### src/rtl/swap_sequencer_if.sv
// Handshake and register-file port bundle between the control unit, the
// swap sequencer and the register file.
interface swap_sequencer_if #(
  parameter int ADDR_W = 4,
  parameter int DATA_W = 32
);
  logic              start;
  logic [1:0]        mode;
  logic [ADDR_W-1:0] addr_a;
  logic [ADDR_W-1:0] addr_b;
  logic [ADDR_W-1:0] rd_addr_a;
  logic [ADDR_W-1:0] rd_addr_b;
  logic [DATA_W-1:0] rd_data_a;
  logic [DATA_W-1:0] rd_data_b;
  logic              wr_en;
  logic [ADDR_W-1:0] wr_addr;
  logic [DATA_W-1:0] wr_data;
  logic              busy;
  logic              done;
  logic              err;

  // Control unit / register file side.
  modport master (
    output start, mode, addr_a, addr_b, rd_data_a, rd_data_b,
    input  rd_addr_a, rd_addr_b, wr_en, wr_addr, wr_data, busy, done, err
  );

  // Sequencer side.
  modport slave (
    input  start, mode, addr_a, addr_b, rd_data_a, rd_data_b,
    output rd_addr_a, rd_addr_b, wr_en, wr_addr, wr_data, busy, done, err
  );
endinterface

### src/rtl/swap_sequencer.sv
// Multi-cycle register exchange engine: reads two registers in one cycle,
// then writes them back swapped or copied through the single write port.
module swap_sequencer #(
  parameter int ADDR_W = 4,
  parameter int DATA_W = 32
) (
  input  logic           clk,
  input  logic           rst_f,
  swap_sequencer_if.slave bus
);

  typedef enum logic [2:0] {
    IDLE,
    READ,
    WR_A,
    WR_B,
    DONE
  } state_t;

  localparam logic [1:0] MODE_SWAP  = 2'b00;
  localparam logic [1:0] MODE_CP_AB = 2'b10;
  localparam logic [1:0] MODE_ILL   = 2'b11;

  state_t            state;
  logic [ADDR_W-1:0] a_q;
  logic [ADDR_W-1:0] b_q;
  logic [1:0]        mode_q;
  logic [DATA_W-1:0] hold_a;
  logic [DATA_W-1:0] hold_b;
  logic              busy_q;
  logic              done_q;
  logic              err_q;
  logic              wr_en_q;
  logic [ADDR_W-1:0] wr_addr_q;
  logic              wr_from_b;

  assign bus.rd_addr_a = a_q;
  assign bus.rd_addr_b = b_q;
  assign bus.busy      = busy_q;
  assign bus.done      = done_q;
  assign bus.err       = err_q;
  assign bus.wr_en     = wr_en_q;
  assign bus.wr_addr   = wr_addr_q;
  // Write data is picked from the operand snapshot, forced to zero when idle.
  assign bus.wr_data   = !wr_en_q ? '0 : (wr_from_b ? hold_b : hold_a);

  always_ff @(posedge clk or negedge rst_f) begin
    if (!rst_f) begin
      state     <= IDLE;
      a_q       <= '0;
      b_q       <= '0;
      mode_q    <= '0;
      hold_a    <= '0;
      hold_b    <= '0;
      busy_q    <= 1'b0;
      done_q    <= 1'b0;
      err_q     <= 1'b0;
      wr_en_q   <= 1'b0;
      wr_addr_q <= '0;
      wr_from_b <= 1'b0;
    end else begin
      done_q <= 1'b0;
      err_q  <= 1'b0;
      case (state)
        IDLE: begin
          if (bus.start) begin
            a_q    <= bus.addr_a;
            b_q    <= bus.addr_b;
            mode_q <= bus.mode;
            busy_q <= 1'b1;
            state  <= READ;
          end
        end
        READ: begin
          // Both operands are snapshotted before any write, so a swap is safe.
          hold_a <= bus.rd_data_a;
          hold_b <= bus.rd_data_b;
          if (mode_q == MODE_ILL) begin
            done_q <= 1'b1;
            err_q  <= 1'b1;
            state  <= DONE;
          end else if (a_q == b_q) begin
            done_q <= 1'b1;
            state  <= DONE;
          end else if (mode_q == MODE_CP_AB) begin
            wr_en_q   <= 1'b1;
            wr_addr_q <= b_q;
            wr_from_b <= 1'b0;
            state     <= WR_B;
          end else begin
            wr_en_q   <= 1'b1;
            wr_addr_q <= a_q;
            wr_from_b <= 1'b1;
            state     <= WR_A;
          end
        end
        WR_A: begin
          if (mode_q == MODE_SWAP) begin
            wr_addr_q <= b_q;
            wr_from_b <= 1'b0;
            state     <= WR_B;
          end else begin
            wr_en_q   <= 1'b0;
            wr_addr_q <= '0;
            wr_from_b <= 1'b0;
            done_q    <= 1'b1;
            state     <= DONE;
          end
        end
        WR_B: begin
          wr_en_q   <= 1'b0;
          wr_addr_q <= '0;
          wr_from_b <= 1'b0;
          done_q    <= 1'b1;
          state     <= DONE;
        end
        DONE: begin
          busy_q <= 1'b0;
          state  <= IDLE;
        end
        default: begin
          busy_q    <= 1'b0;
          wr_en_q   <= 1'b0;
          wr_addr_q <= '0;
          wr_from_b <= 1'b0;
          state     <= IDLE;
        end
      endcase
    end
  end

endmodule

### src/flat_wrapper.sv
// flat-port wrapper written by rule: the top's interface ports become plain ports
module swap_sequencer_flat 
#(
  parameter int ADDR_W = 4,
  parameter int DATA_W = 32
)
  (clk, rst_f, bus_start, bus_mode, bus_addr_a, bus_addr_b, bus_rd_data_a, bus_rd_data_b, bus_rd_addr_a, bus_rd_addr_b, bus_wr_en, bus_wr_addr, bus_wr_data, bus_busy, bus_done, bus_err);
  swap_sequencer_if #(.ADDR_W(ADDR_W), .DATA_W(DATA_W)) bus_i ();
  input  logic clk;
  input  logic rst_f;
  input wire logic [$bits(bus_i.start)-1:0] bus_start;
  input wire logic [$bits(bus_i.mode)-1:0] bus_mode;
  input wire logic [$bits(bus_i.addr_a)-1:0] bus_addr_a;
  input wire logic [$bits(bus_i.addr_b)-1:0] bus_addr_b;
  input wire logic [$bits(bus_i.rd_data_a)-1:0] bus_rd_data_a;
  input wire logic [$bits(bus_i.rd_data_b)-1:0] bus_rd_data_b;
  output wire logic [$bits(bus_i.rd_addr_a)-1:0] bus_rd_addr_a;
  output wire logic [$bits(bus_i.rd_addr_b)-1:0] bus_rd_addr_b;
  output wire logic [$bits(bus_i.wr_en)-1:0] bus_wr_en;
  output wire logic [$bits(bus_i.wr_addr)-1:0] bus_wr_addr;
  output wire logic [$bits(bus_i.wr_data)-1:0] bus_wr_data;
  output wire logic [$bits(bus_i.busy)-1:0] bus_busy;
  output wire logic [$bits(bus_i.done)-1:0] bus_done;
  output wire logic [$bits(bus_i.err)-1:0] bus_err;
  assign bus_i.start = bus_start;
  assign bus_i.mode = bus_mode;
  assign bus_i.addr_a = bus_addr_a;
  assign bus_i.addr_b = bus_addr_b;
  assign bus_i.rd_data_a = bus_rd_data_a;
  assign bus_i.rd_data_b = bus_rd_data_b;
  assign bus_rd_addr_a = bus_i.rd_addr_a;
  assign bus_rd_addr_b = bus_i.rd_addr_b;
  assign bus_wr_en = bus_i.wr_en;
  assign bus_wr_addr = bus_i.wr_addr;
  assign bus_wr_data = bus_i.wr_data;
  assign bus_busy = bus_i.busy;
  assign bus_done = bus_i.done;
  assign bus_err = bus_i.err;
  swap_sequencer #(.ADDR_W(ADDR_W), .DATA_W(DATA_W)) u_core (.clk(clk), .rst_f(rst_f), .bus(bus_i));
endmodule
### config.mk
export PLATFORM = sky130hd
export DESIGN_NAME = swap_sequencer_flat
export DESIGN_NICKNAME = d
export VERILOG_FILES = /design/src/rtl/swap_sequencer_if.sv /design/src/rtl/swap_sequencer.sv /design/src/flat_wrapper.sv
export SDC_FILE = /design/constraint.sdc
export NUM_CORES = 1
export LEC_CHECK = 0
export ABC_CLOCK_PERIOD_IN_PS = 3200
export CAP_MARGIN = 15
export CELL_PAD_IN_SITES_DETAIL_PLACEMENT = 0
export CELL_PAD_IN_SITES_GLOBAL_PLACEMENT = 1
export CORE_UTILIZATION = 41
export CTS_BUF_LIST = sky130_fd_sc_hd__clkbuf_8
export DETAILED_ROUTE_END_ITERATION = 10
export PLACE_DENSITY = 0.86
export SETUP_SLACK_MARGIN = 0.5
export SLEW_MARGIN = 20
export SYNTH_ARGS = -nofsm -noshare
export SYNTH_HDL_FRONTEND = slang
export SYNTH_SLANG_ARGS = --single-unit
### constraint.sdc
create_clock -name clk -period 3.2 [get_ports clk]
set_input_delay 0.64 -clock clk [delete_from_list [all_inputs] [get_ports clk]]
set_output_delay 0.64 -clock clk [all_outputs]
set_load 0.05 [all_outputs]
==> results of run 1 <==
==> critical path: cells and delay by family (launching register included) <==
family / cells / cell delay, ns
muxes: 1 / 0.12
DFF: 1 / 0.54
and+or+nand+nor: 1 / 0.10
buffers and inverters: 2 / 0.75
==> how the worst max path moves through the flow <==
stage                                start         endpoint  slack [ns]  cells past startpoint
after floorplan           u_core.bus.wr_en  bus_wr_data[10]        0.88                      3
after global placement    u_core.wr_from_b  bus_wr_data[26]        0.50                      4
after detailed placement  u_core.wr_from_b  bus_wr_data[21]        0.50                      4
after CTS                 u_core.wr_from_b  bus_wr_data[21]        0.51                      4
after global routing      u_core.wr_from_b  bus_wr_data[25]        0.58                      4
final                     u_core.wr_from_b  bus_wr_data[26]        0.69                      4
==> where the power goes <==
group	switching [mW]	total [mW]	internal, mW
Sequential	0.361	1.99	1.62
Combinational	2.07	3.46	1.40
Clock	0.378	0.814	0.435
Total	2.80	6.26	3.46
==> metal layers <==
layer | global-route usage (%) | share of wire (%)
met1 | 23.5 | 44
met2 | 29.0 | 48
met3 | 5.55 | 6.9
met4 | 6.45 | 1.1
met5 | 0 | 0
==> layout by cell type (no fill, tap or decap), types with 2 or more instances in the layout <==
cell,count
clkdlybuf4s50_1,91
dfrtp_1,85
mux2_2,74
nor2_1,36
mux2i_1,33
dlygate4sd2_1,30
buf_4,15
clkbuf_8,9
inv_1,5
nand2_1,5
a21oi_1,5
xor2_1,4
a22o_1,4
mux2_1,4
o21ai_0,2
nand3b_1,2
bufinv_16,2
clkinvlp_4,2
clkdlybuf4s15_1,2
==> flip-flops by register name, summed over array words and instances, names as in the netlist <==
register / cells
u_core.bus.busy: 1
u_core.bus.done: 1
u_core.bus.err: 1
u_core.bus.rd_addr_a: 4
u_core.bus.rd_addr_b: 4
u_core.bus.wr_addr: 4
u_core.bus.wr_en: 1
u_core.hold_a: 32
u_core.hold_b: 32
u_core.mode_q: 2
u_core.state: 3
u_core.wr_from_b: 1
==> cells by family (layout without fill, tap and decap cells) <==
logic type                after synthesis  after routing  share of synthesized area, %
xor gates and xnor gates                4              4                         0.903
muxes                                 111            111                          31.2
AOI/OAI and AO/OA                      18             18                          3.52
and+or+nand+nor                        49             49                          6.07
buffers and inverters                  21            158                          2.84
DFF                                    86             86                          55.5
==> repair_timing <==
action                                  4_1_cts  5_1_grt
resized for setup                            33        2
buffers inserted                              0        6
gates cloned                                  0        0
endpoints found under the setup margin       32       15
==> cell type report <==
class                   count  area [um^2]  area share (%)
multi-input cells         182         1620            29.7
repair buffers            139         1330            24.3
clock inverters             7         91.3            1.67
clock buffers               9          124            2.26
well taps                 111          139            2.54
inverters                   3         11.3           0.206
flip-flops and latches     86         2160            39.4
==> stage by stage <==
step                util (%)  cells  hold slack (ns)  power, mW  cell area [um^2]
detailed placement      57.0    515            0.474       5.66              5240
global placement        57.0    515            0.468       5.59              5240
floorplan                  -    289            0.344       4.55              3880
finish                  59.5    537            0.300       6.26              5470
CTS                     59.0    531            0.319       6.30              5420
global route            59.5    537            0.342       6.65              5470
==> flow_metrics.env, run 1 <==
export IMPL_number_of_max_slew_violations_in_the_final_report=0
export IMPL_synth_top_area_share_pct=55.5
export IMPL_post_synth_top_area_cell="dfrtp_1"
export IMPL_critical_path_max_fanout=9
export IMPL_cts_hold_buf=0
export IMPL_clock_tree_sinks=86
export IMPL_h_tree_depth=3
export IMPL_area_delta_synth_final_pct=41.0
export IMPL_max_clock_path_buffers=2
export IMPL_fin_crit_sh_pct=78.4
export IMPL_cts_root_buf="clkbuf_8"
export IMPL_mappedNetlistArea_mm2=0.00388
export IMPL_clk_insertion_delay_late_ns=0.35
export IMPL_place_hpwl_um=5970
export IMPL_worst_slack_ns=0.691
export IMPL_post_synth_top_count_cell="dfrtp_1"
export IMPL_cp_start_kind="flip-flop"
export IMPL_cts_inserted_buffers=9
export IMPL_async_flop_share_pct=100
export IMPL_post_route_cells_drive_above_1_share_pct=26.1
export IMPL_grt_start_max_net_pins=52
export IMPL_area_of_the_core_mm2=0.00920
export IMPL_vias=2659
export IMPL_synthesized_nets=366
export IMPL_route_detailed_wl_per_inst_um=15.4
export IMPL_antenna_diode_count=0
export IMPL_track_usage_pct=18.2
export IMPL_number_of_enable_flip_flop_cells_after_synthesis=0
export IMPL_ys_ff_latch=86
export IMPL_placer_s_final_routability_congestion_estimate=0.770
export IMPL_via_count_of_the_first_global_routing_pass=2808
export IMPL_finalCriticalPeriod_ns=2.51
export IMPL_reg2reg_path_depth=3
export IMPL_slew_headroom_pct=50.7
export IMPL_slowest_stage_delay_cp_ns=0.55
export IMPL_tritoncts_clock_tree="done"
export IMPL_fmax_mhz=399
export IMPL_placement_io_buffers=124
export IMPL_unique_masters_post_synth=28
export IMPL_fp_dieW_um=99.3
export IMPL_antenna_found_initial=1
export IMPL_globalRouteOverflowTotal=0
export IMPL_grt_setup_unrepaired="no"
export IMPL_timing_clock_skew_ns=0.0142
export IMPL_postSynthCellCount=289
export IMPL_synth_seq_area_share_pct=55.5
export IMPL_hold_path_class="input pin to async pin"
export IMPL_drt_initial_drc_count=65
export IMPL_run_status="completed"
export IMPL_criticalPathCategory="flip-flop to output pin"
export IMPL_fp_row_count=35
export IMPL_cap_violations=0
export IMPL_drc=0
export IMPL_ir_drop_uv=567
export IMPL_finalHoldViolations=0
export IMPL_dieHeight_um=99.3
export IMPL_power_density_mw_per_mm2=1140
export IMPL_detailedPlace_worstSlack_ns=0.498
export IMPL_worstReg2RegStart="u_core.state[0]"
export IMPL_io_pin_count=125
export IMPL_n_fill_cell=803
export IMPL_arrival_time_worst_endpoint_ns=1.87
export IMPL_synth_top_cells_by_area="dfrtp_1 56%, mux2_2 21%, mux2i_1 8.5%, nor2_1 3.5%, buf_4 1.2%"
export IMPL_synthFlopType="dfrtp_1"
export IMPL_critPathCaptureType="output pin"
export IMPL_clk_pin_slew_worst_paths_ns=0.08
export IMPL_crit_path_top_delay_cell="dlygate4sd2_1"
export IMPL_worstMarginPinSlew_ns=0.739
export IMPL_wl_um=8290
export IMPL_num_nets_final=498
export IMPL_critical_path_reg2reg_endpoint="u_core.hold_a[10]"
export IMPL_setup_tns_ns=0
export IMPL_die_area_mm2=0.00985
export IMPL_drt_pre_antenna_iters=4
export IMPL_grt_first_pass_wirelength_um=13900
export IMPL_average_via_count_per_standard_cell=4.95
export IMPL_reg2reg_setup_slack_ns=1.00
export IMPL_worstPathRequired_ns=2.56
export IMPL_crit_chain="buf_4 -> mux2i_1 -> nor2_1 -> dlygate4sd2_1"
export IMPL_leakagePower_nw=2.34
export IMPL_setup_viol=0
export IMPL_drt_antenna_violating_nets=0
export IMPL_yosys_warnings=0
export IMPL_synth_area_per_inst_um2=13.4
export IMPL_post_synth_most_frequent_cells="86 x dfrtp_1, 74 x mux2_2, 36 x nor2_1"
export IMPL_initial_cell_density_of_the_core_pct=42.2
(Power assumes the default switching activity.)
==> inputs of run 2 (changes only) <==
ABC_CLOCK_PERIOD_IN_PS = 2100   (was 3200)
CORE_UTILIZATION = 34   (was 41)
PLACE_DENSITY = 0.75   (was 0.86)
clock period = 2.1 ns   (was 3.2 ns; I/O delays follow)
==> run 2 against run 1 <==
  * Global-route usage decreased by 2.2 points
  * Clock power rose by 49%
  * Count of clock-buffer cells in the layout is 2 higher
  * Core utilization rose by 0.97 points
  * Sequential power increased by 60%
  * Power is 99% higher
  * Critical path depth unchanged
  * Routed wire length rose by 21%
  * Sequential cell count unchanged
  * Sequential share of layout area is 6.8 points lower
  * Critical path type unchanged
  * Critical endpoint is now bus_wr_data[5]
  * Largest power group unchanged
==> flow_metrics.env, run 2 (same netlist as run 1, synthesis figures left out) <==
export IMPL_detailedPlace_worstSlack_ns=0.244
export IMPL_fin_crit_sh_pct=92.7
export IMPL_area_of_all_sequential_standard_cells_mm2=0.00217
export IMPL_fp_dieW_um=109
export IMPL_area_of_the_core_mm2=0.0110
export IMPL_globalRouteOverflowTotal=0
export IMPL_fin_total_pwr_mw=12.5
export IMPL_setup_worst_path_end="bus_wr_data[5]"
export IMPL_number_of_max_slew_violations_in_the_final_report=0
export IMPL_run_status="completed"
export IMPL_cap_violations=0
export IMPL_worstMarginPinSlew_ns=0.465
export IMPL_critical_path_max_fanout=17
export IMPL_crit_path_top_delay_cell="dfrtp_2"
export IMPL_route_detailed_wl_per_inst_um=17.0
export IMPL_worst_slack_ns=0.154
export IMPL_final_cell_count_no_fill=590
export IMPL_track_usage_pct=16.0
export IMPL_hold_path_class="input pin to async pin"
export IMPL_slowest_stage_delay_cp_ns=0.41
export IMPL_place_detailed_instances=548
export IMPL_via_count_of_the_first_global_routing_pass=2959
export IMPL_drc=0
export IMPL_power_density_mw_per_mm2=1880
export IMPL_layout_top_registers="u_core.hold_a: 32 flops, u_core.hold_b: 32 flops"
export IMPL_crit_chain="buf_12 -> mux2i_1 -> nor2_4 -> buf_4"
export IMPL_grt_start_max_net_pins=36
export IMPL_area_delta_synth_final_pct=71.2
export IMPL_grt_setup_unrepaired="yes"
export IMPL_timing_clock_skew_ns=0.0114
export IMPL_worstReg2RegStart="u_core.state[2]"
export IMPL_finalHoldViolations=0
export IMPL_criticalPathCategory="flip-flop to output pin"
export IMPL_antenna_diode_count=0
export IMPL_setup_viol=0
export IMPL_cts_inserted_buffers=9
export IMPL_placement_io_buffers=124
export IMPL_layout_common_cells="75 x clkdlybuf4s50_1, 73 x dfrtp_1, 49 x mux2_2"
export IMPL_place_hpwl_um=6260
export IMPL_drt_antenna_violating_nets=0
export IMPL_average_via_count_per_standard_cell=4.85
export IMPL_worstPathRequired_ns=1.68
export IMPL_leakagePower_nw=2.71
export IMPL_fmax_mhz=514
export IMPL_postLayoutCellArea_mm2=0.00664
export IMPL_layout_commonest_cell="clkdlybuf4s50_1"
export IMPL_final_core_util_pct=60.4
export IMPL_multi_input_comb_area_mm2=0.00219
export IMPL_dieHeight_um=109
export IMPL_finalCriticalPeriod_ns=1.95
export IMPL_cts_root_buf="clkbuf_8"
export IMPL_wl_um=10000
export IMPL_antenna_found_initial=0
export IMPL_tritoncts_clock_tree="done"
export IMPL_grt_first_pass_wirelength_um=14500
export IMPL_arrival_time_worst_endpoint_ns=1.53
export IMPL_finalHoldWorstSlack_ns=0.0144
export IMPL_critical_path_reg2reg_endpoint="u_core.state[0]"
export IMPL_reg2reg_setup_slack_ns=0.41
export IMPL_cp_startpoint="u_core.wr_from_b"
export IMPL_drt_pre_antenna_iters=4
export IMPL_cp_start_kind="flip-flop"
export IMPL_clk_pin_slew_worst_paths_ns=0.08
export IMPL_io_pin_count=125
export IMPL_fp_row_count=38
export IMPL_slew_headroom_pct=69.0
export IMPL_placer_s_final_routability_congestion_estimate=0.721
export IMPL_h_tree_depth=3
export IMPL_post_route_cells_drive_above_1_share_pct=59.3
export IMPL_die_area_mm2=0.0118
export IMPL_ir_drop_uv=1130
export IMPL_drt_initial_drc_count=94
export IMPL_place_area_mm2=0.00572
export IMPL_critPathCaptureType="output pin"
export IMPL_initial_cell_density_of_the_core_pct=35.3
export IMPL_vias=2861
export IMPL_setup_tns_ns=0
export IMPL_clock_tree_sinks=86
export IMPL_max_clock_path_buffers=2
export IMPL_n_fill_cell=889
export IMPL_reg2reg_path_depth=7
export IMPL_num_nets_final=522
export IMPL_clk_insertion_delay_late_ns=0.35
## run 2: cell types whose count changed in the layout (fill, tap and decap cells not counted), sizes merged
cell	change
clkinvlp	+1
clkinv	+1
inv	-3
buf	+56
bufinv	-1
clkbuf	+7
dlygate4sd2	-30
clkdlybuf4s50	-16
clkdlybuf4s15	+9
## run 2: power by group
| group | internal (mW) | switching, mW | total (mW) |
|---|---|---|---|
| logic | 3.97 | 4.09 | 8.06 |
| clock network | 0.613 | 0.593 | 1.21 |
| registers | 2.50 | 0.683 | 3.18 |
## run 2: what timing repair did
| item | CTS | global route |
|---|---|---|
| pin swaps | 4 | 8 |
| gates cloned | 2 | 6 |
| hold buffers | 0 | 0 |
| buffers inserted | 10 | 8 |
| endpoints found under the setup margin | 128 | 87 |
| resized for setup | 77 | 73 |
## run 2: per-layer routing
metal	track usage, %	wire length, um
met5	0	0
met4	4.92	91
met3	4.06	624
met2	26.5	4860
met1	20.6	4440
## run 2: worst max-delay path: cells and delay by family (launching register included)
kind                   cells  cell delay (ns)
buffers and inverters      2             0.40
flip-flops                 1             0.41
AND/OR/NAND/NOR            1             0.06
multiplexers               1             0.31
## run 2: cell type report
type / count / share of cell area, %
Timing Repair Buffer: 163 / 28.2
Sequential cell: 86 / 32.7
Multi-Input combinational cell: 182 / 33.0
Inverter: 3 / 0.358
Clock buffer: 11 / 2.28
Clock inverter: 5 / 0.867
Tap cell: 140 / 2.64
## run 2: worst min path at each step
stage / from / end
3_5_place_dp: rst_f / u_core.hold_a[27]
3_3_place_gp: rst_f / u_core.hold_b[27]
5_1_grt: rst_f / u_core.hold_a[27]
6_report: rst_f / u_core.hold_a[27]
2_1_floorplan: rst_f / u_core.bus.busy
4_1_cts: rst_f / u_core.state[1]
==> edit, RTL diff (config.mk and constraints of run 2) <==
`DATA_W` is set to 32 in 3 places; all go to 16.
--- a/src/rtl/swap_sequencer_if.sv
+++ b/src/rtl/swap_sequencer_if.sv
@@ -2,7 +2,7 @@
 // swap sequencer and the register file.
 interface swap_sequencer_if #(
   parameter int ADDR_W = 4,
-  parameter int DATA_W = 32
+  parameter int DATA_W = 16
 );
   logic              start;
   logic [1:0]        mode;
--- a/src/rtl/swap_sequencer.sv
+++ b/src/rtl/swap_sequencer.sv
@@ -2,7 +2,7 @@
 // then writes them back swapped or copied through the single write port.
 module swap_sequencer #(
   parameter int ADDR_W = 4,
-  parameter int DATA_W = 32
+  parameter int DATA_W = 16
 ) (
   input  logic           clk,
   input  logic           rst_f,
--- a/src/flat_wrapper.sv
+++ b/src/flat_wrapper.sv
@@ -2,7 +2,7 @@
 module swap_sequencer_flat 
 #(
   parameter int ADDR_W = 4,
-  parameter int DATA_W = 32
+  parameter int DATA_W = 16
 )
   (clk, rst_f, bus_start, bus_mode, bus_addr_a, bus_addr_b, bus_rd_data_a, bus_rd_data_b, bus_rd_addr_a, bus_rd_addr_b, bus_wr_en, bus_wr_addr, bus_wr_data, bus_busy, bus_done, bus_err);
   swap_sequencer_if #(.ADDR_W(ADDR_W), .DATA_W(DATA_W)) bus_i ();
Interface: changed (resized bus_rd_data_a, bus_rd_data_b and bus_wr_data); port bits go from 125 to 77. No check against the original RTL was run, so the function may have changed too.
==> edit against run 2 <==
  * Worst hold slack better by 0.033 ns
  * Global-route usage down 1.2 points
  * Final area shrank 39%
  * Power shrank 42%
  * Sequential cell count shrank 32
  * Routed wire length shrank 45%
  * Setup slack better by 0.095 ns
  * First-iteration DRC count decreased by 52%
  * Critical path depth stayed put
  * Die area shrank 35%
  * Synthesized area down 35%
  * Core utilization decreased by 1.8 points
  * Critical path type unchanged
  * Highest routed layer unchanged
==> edit: results (changes against run 2) <==
| Group | Result | Value | Delta |
|---|---|---|---|
| critical path | Setup slack, reg-to-reg | 0.43 ns | +0.02 ns |
| clocking | Clock-pin slew of the registers on the worst-case setup and hold paths | 0.10 ns | +0.02 ns |
| timing | Transition at the pin with the smallest max-transition slack | 0.481 ns | +0.0161 ns |
| place | Final weighted congestion in routability-driven placement | 0.705 | -2.2% |
| critical path | Worst path arrival time | 1.43 ns | -0.10 ns |
| critical path | R2r endpoint | u_core.bus.wr_addr[2] |  |
| place | HPWL after detailed placement | 3720 µm | -41% |
| layout | Registers with the most flip-flops | u_core.hold_a (16), u_core.hold_b (16) |  |
| detailed routing | Post-DR wirelength/cell | 14.5 µm | -15% |
| critical path | Reg-to-Reg Start | u_core.state[1] |  |
| run status | Result of the run | complete, no violations |  |
| clocking | Number of buffers inserted during clock tree synthesis | 5 | -4 |
| synth | Post-synthesis compound-gate area fraction | 5.20% | +1.7 points |
| grt | Wire length of the first global-routing pass | 8690 µm | -40% |
| layout | Seq. cell area | 1370 µm² | -37% |
| timing | Post-Route Skew | 0.00688 ns | -0.00455 ns |
| layout | # fillers | 585 | -34% |
| place | Dpl cells | 354 | -35% |
| detailed routing | Iteration-0 DRC count of the detailed router | 45 | -52% |
| synth | Synth top area cells | dfrtp_1 (54%), mux2_2 (20%), mux2i_1 (6.4%) |  |
| layout | Final nets | 331 | -37% |
| critical path | Depth of the worst register-to-register path | 5 | -2 |
| grt | Maximum number of pins on one net before global-route repair | 27 | -25% |
| layout | Non-filler cells, final | 383 | -35% |
| critical path | Critical-path maximum fanout | 6 | -11 |
| clocking | Maximum level of the CTS H-tree | 2 | -1 |
| place | Area of placed instances | 3690 µm² | -36% |
| synth | Register area share after synthesis | 54.0% | -1.5 points |
| synth | Syn Nets | 229 | -37% |
| layout | Layout cells sized above 1 | 56.1% | -3.2 points |
| grt | Number of global-route vias before repair | 1810 | -39% |
| synth | Share of cell area taken by muxes after synthesis | 27.1% | -4.1 points |
| timing | Hold WS | 0.0477 ns | +0.0333 ns |
| power and ir drop | Maximum resistive drop on vdd | 788 µV | -30% |
| timing | Min setup slack post-route | 0.249 ns | +0.0952 ns |
| place | Pre-CTS setup slack | 0.307 ns | +0.0638 ns |
| synth | Xor-xnor portion of the synthesized cell area | 1.40% | +0.50 points |
| power and ir drop | Leak | 1.70 nW | -37% |
| synth | Instance count of the mapped netlist | 184 | -36% |
| clocking | Clock latency of the later-clocked register in the worst-skew pair | 0.30 ns | -0.05 ns |
| critical path | Biggest cell delay along the critical path | 0.47 ns | +0.06 ns |
| layout | Diode insertion count for antenna repair | 0 | unchanged |
-- edit: cell count changes in the layout (fill, tap and decap cells not counted), sizes merged, moves of 18 or more --
| cell | run 2 | this run |
|---|---|---|
| buf | 72 | 53 |
| mux2 | 78 | 46 |
| dfrtp | 86 | 54 |
| clkdlybuf4s50 | 75 | 43 |
| nor2 | 36 | 1 |
| nor2b | 0 | 18 |
-- edit: layer usage --
metal  global-route usage [%]  wire length [µm]  vias to the layer above
met1                     18.9              2430                      900
met5                        0                 0                        -
met3                     3.02               252                        4
li1                         -                 -                      856
met4                     4.92                56                        0
met2                     25.0              2800                       46
-- edit: final cells by class --
class / count / area share [%]
clock buffers: 5 / 1.69
flip-flops and latches: 54 / 33.6
well taps: 96 / 2.95
repair buffers: 106 / 28.4
clock inverters: 3 / 0.921
multi-input cells: 117 / 32.2
inverters: 2 / 0.184
-- edit: how the worst max path moves through the flow --
| stage | startpoint | end | cells past startpoint |
|---|---|---|---|
| 6_report | u_core.wr_from_b | bus_wr_data[10] | 4 |
| 5_1_grt | u_core.wr_from_b | bus_wr_data[9] | 4 |
| 4_1_cts | u_core.wr_from_b | bus_wr_data[6] | 4 |
| 3_5_place_dp | bus_start | u_core.bus.rd_addr_b[2] | 4 |
| 3_3_place_gp | bus_start | u_core.bus.rd_addr_a[2] | 4 |
| 2_1_floorplan | u_core.bus.rd_addr_b[2] | u_core.bus.wr_addr[0] | 4 |
-- edit: power breakdown --
part | switching [W] | internal, W
clock | 0.000324 | 0.000348
combinational | 0.00214 | 0.00239
sequential | 0.000475 | 0.00157
-- edit: repair_timing --
item,in CTS,in global routing
setup endpoints to repair,77,75
pin swaps,5,5
setup buffers,12,7
gates resized for setup,56,36
cloned,0,2
